===== src/rtl/rx_pkt_scheduler_pkg.sv =====
// Shared RX-path definitions: scheduler state encodings, parameter defaults
// and a small channel-count helper.
package rx_pkt_scheduler_pkg;

    typedef enum logic [2:0] {
        ST_IDLE    = 3'd0,
        ST_GRANT   = 3'd1,
        ST_WAIT    = 3'd2,
        ST_HOLDOFF = 3'd3
    } sched_state_e;

    localparam int CMD_BURST_DEF = 2;
    localparam int TIMEOUT_DEF   = 1023;
    localparam int HOLDOFF_DEF   = 2;

    function automatic logic [3:0] clamp_channels(input logic [3:0] req,
                                                  input logic [3:0] lim);
        return (req > lim) ? lim : req;
    endfunction

endpackage


===== src/rtl/rx_pkt_scheduler_if.sv =====
// Scheduler <-> FIFO status / packet builder signals. The master modport is
// the scheduler side; the slave modport is the surrounding RX path.
interface rx_pkt_scheduler_if #(
    parameter int NUM_CHAN = 2
);
    logic [3:0]        channels;
    logic [NUM_CHAN:0] chan_ready;
    logic              have_space;
    logic              pkt_done;
    logic              clear_status;
    logic              pkt_start;
    logic [3:0]        pkt_chan;
    logic              busy;
    logic              timeout_err;
    logic [15:0]       debugbus;

    modport master (
        input  channels, chan_ready, have_space, pkt_done, clear_status,
        output pkt_start, pkt_chan, busy, timeout_err, debugbus
    );

    modport slave (
        output channels, chan_ready, have_space, pkt_done, clear_status,
        input  pkt_start, pkt_chan, busy, timeout_err, debugbus
    );
endinterface


===== src/rtl/rx_rr_pick.sv =====
// Round-robin picker: first set request at or after 'start', wrapping at
// 'count' (start is expected to be below count).
module rx_rr_pick #(
    parameter int N = 2
) (
    input  logic [N-1:0] req,
    input  logic [3:0]   start,
    input  logic [3:0]   count,
    output logic [3:0]   idx,
    output logic         found
);
    logic [15:0] req_pad;
    logic [4:0]  pos;

    // NOTE: every variable gets a default before any branch, so no path leaves it undriven (no latch).
    always_comb begin
        req_pad = 16'(req);
        pos     = '0;
        idx     = '0;
        found   = 1'b0;
        for (int off = 0; off < N; off++) begin
            pos = 5'(start) + 5'(off);
            if (pos >= {1'b0, count}) pos = pos - {1'b0, count};
            if (!found && (5'(off) < {1'b0, count}) && req_pad[pos[3:0]]) begin
                idx   = pos[3:0];
                found = 1'b1;
            end
        end
    end
endmodule


===== src/rtl/rx_pkt_scheduler.sv =====
// RX packet scheduler: picks the next FIFO (command or round-robin data),
// starts the packet builder, supervises completion with a timeout, then idles.
module rx_pkt_scheduler
    import rx_pkt_scheduler_pkg::*;
#(
    parameter int NUM_CHAN  = 2,
    parameter int CMD_BURST = CMD_BURST_DEF,
    parameter int TIMEOUT   = TIMEOUT_DEF,
    parameter int HOLDOFF   = HOLDOFF_DEF
) (
    input logic                rxclk,
    input logic                reset,
    rx_pkt_scheduler_if.master bus
);
    localparam logic [3:0] CMD_IDX   = 4'(NUM_CHAN);
    localparam logic [2:0] BURST_LIM = 3'(CMD_BURST);
    localparam logic [9:0] WAIT_LAST = 10'(TIMEOUT - 1);
    localparam logic [9:0] HOLD_LAST = 10'(HOLDOFF - 1);

    sched_state_e      state_q, state_d;
    logic [9:0]        cnt_q, cnt_d;
    logic [3:0]        pkt_chan_q, pkt_chan_d;
    logic [3:0]        last_data_q, last_data_d;
    logic [1:0]        cmd_run_q, cmd_run_d;
    logic              timeout_err_q, timeout_err_d;

    logic [3:0]        ch_clamp, rr_start, rr_idx;
    logic [NUM_CHAN:0] mask, eligible;
    logic              data_any, cmd_win, rr_found;

    always_comb begin : sel_c
        ch_clamp = clamp_channels(bus.channels, CMD_IDX);
        mask     = '0;
        for (int i = 0; i < NUM_CHAN; i++) mask[i] = (4'(i) < ch_clamp);
        mask[NUM_CHAN] = 1'b1;
        eligible = bus.chan_ready & mask;
        data_any = |eligible[NUM_CHAN-1:0];
        cmd_win  = eligible[NUM_CHAN] && (({1'b0, cmd_run_q} < BURST_LIM) || !data_any);
        // A stale last_data beyond a shrunken channel count restarts at 0.
        rr_start = (last_data_q + 4'd1 >= ch_clamp) ? 4'd0 : last_data_q + 4'd1;
    end

    rx_rr_pick #(.N(NUM_CHAN)) u_rr_pick (
        .req   (eligible[NUM_CHAN-1:0]),
        .start (rr_start),
        .count (ch_clamp),
        .idx   (rr_idx),
        .found (rr_found)
    );

    always_ff @(posedge rxclk) begin : state_r
        // NOTE: non-blocking assignments so every flop samples pre-edge values.
        if (reset) begin
            state_q       <= ST_IDLE;
            cnt_q         <= '0;
            pkt_chan_q    <= '0;
            last_data_q   <= 4'(NUM_CHAN - 1);
            cmd_run_q     <= '0;
            timeout_err_q <= 1'b0;
        end else begin
            state_q       <= state_d;
            cnt_q         <= cnt_d;
            pkt_chan_q    <= pkt_chan_d;
            last_data_q   <= last_data_d;
            cmd_run_q     <= cmd_run_d;
            timeout_err_q <= timeout_err_d;
        end
    end

    always_comb begin : next_c
        state_d       = state_q;
        cnt_d         = cnt_q;
        pkt_chan_d    = pkt_chan_q;
        last_data_d   = last_data_q;
        cmd_run_d     = cmd_run_q;
        timeout_err_d = bus.clear_status ? 1'b0 : timeout_err_q;
        unique case (state_q)
            ST_IDLE: begin
                if (bus.have_space && (cmd_win || rr_found)) begin
                    state_d = ST_GRANT;
                    if (cmd_win) begin
                        pkt_chan_d = CMD_IDX;
                        if (cmd_run_q != 2'b11) cmd_run_d = cmd_run_q + 2'd1;
                    end else begin
                        pkt_chan_d  = rr_idx;
                        last_data_d = rr_idx;
                        cmd_run_d   = '0;
                    end
                end
            end
            ST_GRANT: begin
                state_d = ST_WAIT;
                cnt_d   = '0;
            end
            ST_WAIT: begin
                // Completion in the final allowed cycle beats the timeout.
                if (bus.pkt_done || cnt_q == WAIT_LAST) begin
                    if (!bus.pkt_done) timeout_err_d = 1'b1;
                    cnt_d = '0;
                    if (HOLDOFF == 0) state_d = ST_IDLE;
                    else              state_d = ST_HOLDOFF;
                end else begin
                    cnt_d = cnt_q + 10'd1;
                end
            end
            ST_HOLDOFF: begin
                if (cnt_q == HOLD_LAST) begin
                    state_d = ST_IDLE;
                    cnt_d   = '0;
                end else begin
                    cnt_d = cnt_q + 10'd1;
                end
            end
            default: state_d = ST_IDLE;
        endcase
    end

    always_comb begin : out_c
        bus.pkt_start   = (state_q == ST_GRANT);
        bus.busy        = (state_q != ST_IDLE);
        bus.pkt_chan    = pkt_chan_q;
        bus.timeout_err = timeout_err_q;
        bus.debugbus    = {state_q, pkt_chan_q, cmd_run_q, timeout_err_q, 6'(eligible)};
    end
endmodule

===== src/flat_wrapper.sv =====
// flat-port wrapper written by rule: the top's interface ports become plain ports
module rx_pkt_scheduler_flat import rx_pkt_scheduler_pkg::*;
#(
    parameter int NUM_CHAN  = 2,
    parameter int CMD_BURST = CMD_BURST_DEF,
    parameter int TIMEOUT   = TIMEOUT_DEF,
    parameter int HOLDOFF   = HOLDOFF_DEF
)
  (rxclk, reset, bus_channels, bus_chan_ready, bus_have_space, bus_pkt_done, bus_clear_status, bus_pkt_start, bus_pkt_chan, bus_busy, bus_timeout_err, bus_debugbus);
  rx_pkt_scheduler_if #(.NUM_CHAN(NUM_CHAN)) bus_i ();
  input logic rxclk;
  input logic reset;
  input wire logic [$bits(bus_i.channels)-1:0] bus_channels;
  input wire logic [$bits(bus_i.chan_ready)-1:0] bus_chan_ready;
  input wire logic [$bits(bus_i.have_space)-1:0] bus_have_space;
  input wire logic [$bits(bus_i.pkt_done)-1:0] bus_pkt_done;
  input wire logic [$bits(bus_i.clear_status)-1:0] bus_clear_status;
  output wire logic [$bits(bus_i.pkt_start)-1:0] bus_pkt_start;
  output wire logic [$bits(bus_i.pkt_chan)-1:0] bus_pkt_chan;
  output wire logic [$bits(bus_i.busy)-1:0] bus_busy;
  output wire logic [$bits(bus_i.timeout_err)-1:0] bus_timeout_err;
  output wire logic [$bits(bus_i.debugbus)-1:0] bus_debugbus;
  assign bus_i.channels = bus_channels;
  assign bus_i.chan_ready = bus_chan_ready;
  assign bus_i.have_space = bus_have_space;
  assign bus_i.pkt_done = bus_pkt_done;
  assign bus_i.clear_status = bus_clear_status;
  assign bus_pkt_start = bus_i.pkt_start;
  assign bus_pkt_chan = bus_i.pkt_chan;
  assign bus_busy = bus_i.busy;
  assign bus_timeout_err = bus_i.timeout_err;
  assign bus_debugbus = bus_i.debugbus;
  rx_pkt_scheduler #(.NUM_CHAN(NUM_CHAN), .CMD_BURST(CMD_BURST), .TIMEOUT(TIMEOUT), .HOLDOFF(HOLDOFF)) u_core (.rxclk(rxclk), .reset(reset), .bus(bus_i));
endmodule

===== config.mk =====
export PLATFORM = sky130hd
export DESIGN_NAME = rx_pkt_scheduler_flat
export DESIGN_NICKNAME = d
export VERILOG_FILES = /design/src/rtl/rx_pkt_scheduler_pkg.sv /design/src/rtl/rx_pkt_scheduler_if.sv /design/src/rtl/rx_rr_pick.sv /design/src/rtl/rx_pkt_scheduler.sv /design/src/flat_wrapper.sv
export SDC_FILE = /design/constraint.sdc
export NUM_CORES = 1
export LEC_CHECK = 0
export ABC_AREA = 1
export CORE_UTILIZATION = 57
export DETAILED_ROUTE_END_ITERATION = 7
export MAX_ROUTING_LAYER = met4
export PLACE_DENSITY = 0.85
export SLEW_MARGIN = 10
export SYNTH_ARGS = -nofsm -noshare
export SYNTH_HDL_FRONTEND = slang
export SYNTH_HIERARCHICAL = 1
export SYNTH_SLANG_ARGS = --single-unit

===== constraint.sdc =====
create_clock -name rxclk -period 7.2 [get_ports rxclk]
set_clock_uncertainty 0.05 [all_clocks]
set_input_delay 1.44 -clock rxclk [delete_from_list [all_inputs] [get_ports rxclk]]
set_output_delay 1.44 -clock rxclk [all_outputs]
set_load 0.03 [all_outputs]

==> impl_metrics.py, run 1 <==
metrics = {
    "place": {
        "port_buffers": 30,
        "hpwl_mm": 3.38,
        "dpl_cell_area_um2": 2370,
        "place.gp.congestion": 0.882,
    },
    "clock_tree": {
        "cts_buffers": 3,
        "cts_tree": "done",
        "post_cts_resized": 0,
        "h-tree-depth": 1,
        "clk_pin_slew_ns": 0.12,
        "cts_setup_buffers": 0,
        "clk_path_buf_depth": 2,
        "clk_latency_ns": 0.31,
        "root_buffer": "clkbuf_4",
        "cts.sinks": 23,
        "cts_hold_buf": 0,
    },
    "run_status": {
        "status": "complete, no violations",
    },
    "job": {
        "drv_cap": 0,
    },
    "grt": {
        "grt_max_degree": 15,
        "grt_pass1_vias": 1713,
        "grt_usage": 0.234,
        "antenna_found_initial": 0,
        "grt_pass1_wl_mm": 7.24,
        "grt_overflow_total": 0,
    },
    "synth": {
        "ys_ff_latch": 23,
        "syn-cell-area_um2": 2080,
        "synth_top_area_cell": "dfxtp_1",
        "syn_area_per_cell_um2": 6.75,
        "post-synth-top-count-cell": "nand2_1",
        "yosys-top-cells-area": "dfxtp_1 (22%), ha_1 (14%), nand2_1 (12%)",
        "syn_inst": 308,
        "ys_warn_count": 6,
        "synth.top_cell.area_share": 0.222,
        "synth-edff-count": 0,
        "async_flop_share": 0,
        "synth_ff_type": "dfxtp_1",
        "yosys.cell_types.count": 33,
        "ys_top_cells_by_count": "nand2_1 (64), inv_1 (55), nand3_1 (32), nor2_1 (27)",
        "ys_seq_area_frac": 0.222,
    },
    "drt": {
        "remaining_drc_errors": 0,
        "drt-pass1-iter-count": 4,
        "wl_mm": 4.06,
        "antenna_left": 0,
        "routed_via_density": 4.93,
        "wl_per_cell_um": 10.6,
        "vias": 1893,
        "drtIter0Drc": 95,
    },
    "critical_path": {
        "cp_data_required_time_ns": 7.36,
        "critPathTopFamily": "simple AND/OR/NAND/NOR gates",
        "path_common_cell": "nand2_1",
        "path_class": "primary input to register",
        "path_max_fanout": 6,
        "r2r_start": "u_core/last_data_q[0]$_SDFFE_PP1P_",
        "r2r_end": "u_core/cmd_run_q[1]$_SDFFE_PP0P_",
        "crit_start": "bus_channels[3]",
        "path_buf_inv": 2,
        "crit_path_top_delay_cell": "clkdlybuf4s50_1",
        "reg2reg_slack_ns": 3.23,
        "crit_path_end_kind": "register",
        "cp.arrival_ns": 5.34,
        "crit_path_start_kind": "primary input",
        "critical_path.max_stage_delay_ns": 0.40,
        "cp.depth": 26,
        "ff2ff_path_depth": 24,
    },
    "min_path": {
        "hp-class": "register to register",
        "hold_start": "u_core/bus.pkt_chan[3]$_SDFFE_PP0P_",
        "min_to": "u_core/bus.pkt_chan[3]$_SDFFE_PP0P_",
        "worstHoldPathCells": 2,
    },
    "floorplanning": {
        "design.core.area_um2": 3420,
        "ios": 35,
        "fp-row-count": 21,
        "dieArea_um2": 3890,
        "die_x_um": 62.4,
        "start_util": 0.608,
        "die_height_um": 62.4,
    },
    "sta": {
        "period_needed_ns": 5.18,
        "hold_violations": 0,
        "max_freq_mhz": 193,
        "final_max_slew_viol_count": 0,
        "setup_tns_ns": 0,
        "rsz0062_at_grt": "false",
        "period_share": 0.719,
        "finalSetupViolations": 0,
    },
    "power_and_ir_drop": {
        "powerDensity_nw_per_um2": 323,
        "vdd_drop_max_uv": 223,
        "p_leak_nw": 1.28,
    },
    "cells_and_area": {
        "nets": 376,
        "syn2layout_area_growth_pct": 15.5,
        "diodes": 0,
        "final_cell_area_um2": 2400,
        "drive_gt1_frac": 0.0828,
    },
}
-- cell families after synthesis --
family | after synthesis | share of synthesized area
xor+xnor | 10 | 0.0421
compound gates | 21 | 0.0662
flops | 23 | 0.222
fa+ha+maj | 25 | 0.158
buf+inv | 72 | 0.154
other cells | 3 | 0.00542
simple gates | 154 | 0.353
-- per-stage QoR --
| step | cells | utilization | hold WS (ns) | power (W) | worst slack, ns |
|---|---|---|---|---|---|
| after floorplan | 318 | - | 0.387 | 0.000593 | 2.57 |
| after global placement | 380 | 0.695 | 0.417 | 0.000703 | 1.85 |
| after detailed placement | 380 | 0.695 | 0.424 | 0.000714 | 1.72 |
| after CTS | 384 | 0.703 | 0.441 | 0.000776 | 2.04 |
| after global routing | 384 | 0.703 | 0.468 | 0.000852 | 1.53 |
| final | 384 | 0.703 | 0.435 | 0.000775 | 2.02 |
-- worst max-delay path by stage --
stage	slack (ns)	endpoint
global route	1.53	u_core/cmd_run_q[1]$_SDFFE_PP0P_
floorplan	2.57	u_core/state_q[1]$_SDFFE_PP0P_
CTS	2.04	u_core/bus.pkt_chan[1]$_SDFFE_PP0P_
finish	2.02	u_core/cmd_run_q[1]$_SDFFE_PP0P_
global placement	1.85	u_core/state_q[1]$_SDFFE_PP0P_
detailed placement	1.72	u_core/bus.pkt_chan[2]$_SDFFE_PP0P_
-- sequential cells by signal, indices dropped and copies added, names as in the netlist --
register and cells:
u_core/bus.pkt_chan 4, u_core/bus.timeout_err 1, u_core/cmd_run_q 2, u_core/cnt_q 10, u_core/last_data_q 4, u_core/state_q 2
-- final cells by class --
type	instances	area, um^2
timing repair buffer	30	300
multi-input combinational	223	1340
clock inverter	1	5.00
clock buffer	3	22.5
tap	46	57.6
sequential	23	460
fill	313	1020
inverter	58	218
-- worst reg2reg max path, stage by stage, from the launching register on --
cell	delay, ns
dfxtp_1	0.37
ha_1	0.22
or2_2	0.31
nand2_1	0.07
ha_1	0.24
o211ai_1	0.10
nand3_1	0.15
nor2_1	0.31
ha_1	0.24
xor2_1	0.18
ha_1	0.31
a21oi_2	0.19
nand2_1	0.09
nand2_2	0.08
nand2_2	0.07
nand2_1	0.08
nand3_2	0.07
nor2_2	0.12
nand2_1	0.05
nand2_1	0.07
nand4_1	0.18
nand2_1	0.16
inv_1	0.07
nand3_1	0.06
nand2_1	0.05
-- layout by cell type (no fill, tap or decap), types with 7 or more instances in the layout --
cell             count
a21oi_1              9
clkdlybuf4s50_1     30
conb_1              13
dfxtp_1             23
ha_1                23
inv_1               55
nand2_1             64
nand2_2              7
nand3_1             32
nand4_1              9
nor2_1              27
xor2_1               7
-- metal layers --
| layer | vias up | GRT usage | wire length, um |
|---|---|---|---|
| met1 | 825 | 0.314 | 2060 |
| met5 | - | - | 0 |
| met3 | 4 | 0.0255 | 215 |
| li1 | 1007 | - | - |
| met2 | 57 | 0.376 | 1750 |
| met4 | 0 | 0.0610 | 44 |
-- power breakdown --
| part | leakage, nW | internal, W | switching (W) |
|---|---|---|---|
| Combinational | 1.08 | 0.000211 | 0.000333 |
| Sequential | 0.187 | 0.000148 | 0.0000234 |
| Clock | 0.0177 | 0.0000207 | 0.0000400 |
(Power assumes the default switching activity.)
==> run 2: changes to the inputs <==
--- a/config.mk
+++ b/config.mk
@@ -6,10 +6,10 @@
 export NUM_CORES = 1
 export LEC_CHECK = 0
 export ABC_AREA = 1
-export CORE_UTILIZATION = 57
+export CORE_UTILIZATION = 54
 export DETAILED_ROUTE_END_ITERATION = 7
 export MAX_ROUTING_LAYER = met4
-export PLACE_DENSITY = 0.85
+export PLACE_DENSITY = 0.81
 export SLEW_MARGIN = 10
 export SYNTH_ARGS = -nofsm -noshare
 export SYNTH_HDL_FRONTEND = slang
==> constraint.sdc (replaced) <==
create_clock -name rxclk -period 5.4 [get_ports rxclk]
set_clock_uncertainty 0.05 [all_clocks]
set_input_delay 1.08 -clock rxclk [delete_from_list [all_inputs] [get_ports rxclk]]
set_output_delay 1.08 -clock rxclk [all_outputs]
set_load 0.03 [all_outputs]
==> impl_metrics.py, run 2 (synthesized netlist as in run 1, its figures left out) <==
metrics = {
    "run_status": {
        "status": "complete, no violations",
    },
    "critical_path": {
        "path_max_fanout": 6,
        "cp_data_required_time_ns": 5.55,
        "path_common_cell": "nor2_1",
        "path_class": "primary input to register",
        "crit_path_top_delay_cell": "clkdlybuf4s50_1",
        "crit_path_start_kind": "primary input",
        "critPathTopFamily": "simple AND/OR/NAND/NOR gates",
        "path_buf_inv": 4,
        "crit_path_end_kind": "register",
        "critical_path.max_stage_delay_ns": 0.45,
        "cp.arrival_ns": 5.07,
    },
    "grt": {
        "grt_overflow_total": 0,
        "grt_usage": 0.230,
        "grt_pass1_vias": 1741,
        "antenna_found_initial": 0,
        "grt_pass1_wl_mm": 7.32,
        "grt_max_degree": 15,
    },
    "drt": {
        "drt-pass1-iter-count": 4,
        "wl_mm": 4.15,
        "antenna_left": 0,
        "vias": 1892,
        "drtIter0Drc": 126,
        "routed_via_density": 4.89,
        "remaining_drc_errors": 0,
        "wl_per_cell_um": 10.7,
    },
    "floorplanning": {
        "die_height_um": 64.0,
        "design.core.area_um2": 3690,
        "start_util": 0.563,
        "dieArea_um2": 4100,
        "die_x_um": 64.0,
        "ios": 35,
        "fp-row-count": 22,
    },
    "sta": {
        "max_freq_mhz": 204,
        "period_share": 0.910,
        "final_max_slew_viol_count": 0,
        "period_needed_ns": 4.91,
        "rsz0062_at_grt": "false",
        "fin_ws_ns": 0.488,
        "setup_tns_ns": 0,
        "hold_violations": 0,
        "finalSetupViolations": 0,
    },
    "clock_tree": {
        "clk_path_buf_depth": 2,
        "clk_latency_ns": 0.26,
        "cts_setup_buffers": 0,
        "h-tree-depth": 1,
        "clk_pin_slew_ns": 0.08,
        "root_buffer": "clkbuf_8",
        "cts_buffers": 3,
        "cts.sinks": 23,
        "cts_tree": "done",
    },
    "power_and_ir_drop": {
        "p_leak_nw": 1.29,
        "powerDensity_nw_per_um2": 440,
        "vdd_drop_max_uv": 293,
    },
    "place": {
        "place.gp.congestion": 0.875,
        "hpwl_mm": 3.43,
        "port_buffers": 30,
        "dp_slack_ns": 0.211,
    },
    "cells_and_area": {
        "drive_gt1_frac": 0.0914,
        "diodes": 0,
        "multi_input_area_um2": 1340,
        "top_register": "u_core/cnt_q",
        "largest_reg_flops": 10,
        "fin_util": 0.660,
        "nets": 377,
        "syn2layout_area_growth_pct": 17.1,
        "regArea_um2": 460,
        "layout_commonest_cell": "nand2_1",
        "fillers": 348,
        "layout_common_cells": "nand2_1 (64), inv_1 (55), nand3_1 (32), clkdlybuf4s50_1 (30), nor2_1 (25)",
    },
    "job": {
        "drv_cap": 0,
    },
    "min_path": {
        "hp-class": "register to register",
    },
}
-- run 2: cell count changes in the layout (fill, tap and decap cells not counted), sizes merged --
cell	change
buf	+1
-- run 2: worst reg2reg max path: cells and delay by family, from the launching register on --
family	cells	cell delay (ns)
xor+xnor	1	0.20
buf+inv	1	0.05
flops	1	0.37
fa+ha+maj	4	1.04
compound gates	3	0.40
simple gates	16	1.87
-- run 2: timing repair --
action | 4_1_cts | 5_1_grt
endpoints found under the setup margin | 0 | 1
resized for setup | 0 | 2
hold buffers | 0 | 0
hold endpoints to repair | 0 | 0
-- run 2: metrics by stage --
stage | cell area [um^2] | hold WS [ns] | total power [W] | instances
after floorplan | 2120 | 0.387 | 0.000791 | 318
after global placement | 2380 | 0.410 | 0.000938 | 383
after detailed placement | 2380 | 0.423 | 0.000958 | 383
after CTS | 2430 | 0.434 | 0.00107 | 387
after global routing | 2430 | 0.453 | 0.00117 | 387
final | 2430 | 0.429 | 0.00107 | 387
-- run 2: layout make-up --
class                      count  share of cell area
multi-input combinational    223               0.551
inverter                      58              0.0895
clock buffer                   3              0.0170
clock inverter                 1             0.00206
tap                           48              0.0247
sequential                    23               0.189
timing repair buffer          31               0.126
-- run 2: metal layers --
metal / up-vias / share of wire / GRT usage
met3: 4 / 0.044 / 0.0357
met1: 831 / 0.49 / 0.300
met5: - / 0 / -
li1: 1007 / - / -
met2: 50 / 0.46 / 0.372
met4: 0 / 0.0065 / 0.0540
-- run 2: final timing paths --
kind / startpoint / end / slack (ns) / cells past startpoint
setup / recovery: bus_channels[3] / u_core/bus.pkt_chan[1]$_SDFFE_PP0P_ / 0.49 / 28
hold / removal: u_core/bus.pkt_chan[0]$_SDFFE_PP0P_ / u_core/bus.pkt_chan[0]$_SDFFE_PP0P_ / 0.43 / 2
setup reg to reg: u_core/last_data_q[0]$_SDFFE_PP1P_ / u_core/bus.pkt_chan[1]$_SDFFE_PP0P_ / 1.35 / 25
hold reg to reg: u_core/bus.pkt_chan[0]$_SDFFE_PP0P_ / u_core/bus.pkt_chan[0]$_SDFFE_PP0P_ / 0.43 / 2
-- run 2: power breakdown --
group	total, W	internal (W)	switching (W)	leakage, nW
Clock	0.000107	0.0000515	0.0000558	0.0255
Combinational	0.000735	0.000284	0.000451	1.08
Sequential	0.000227	0.000197	0.0000306	0.187
Total	0.00107	0.000533	0.000537	1.29
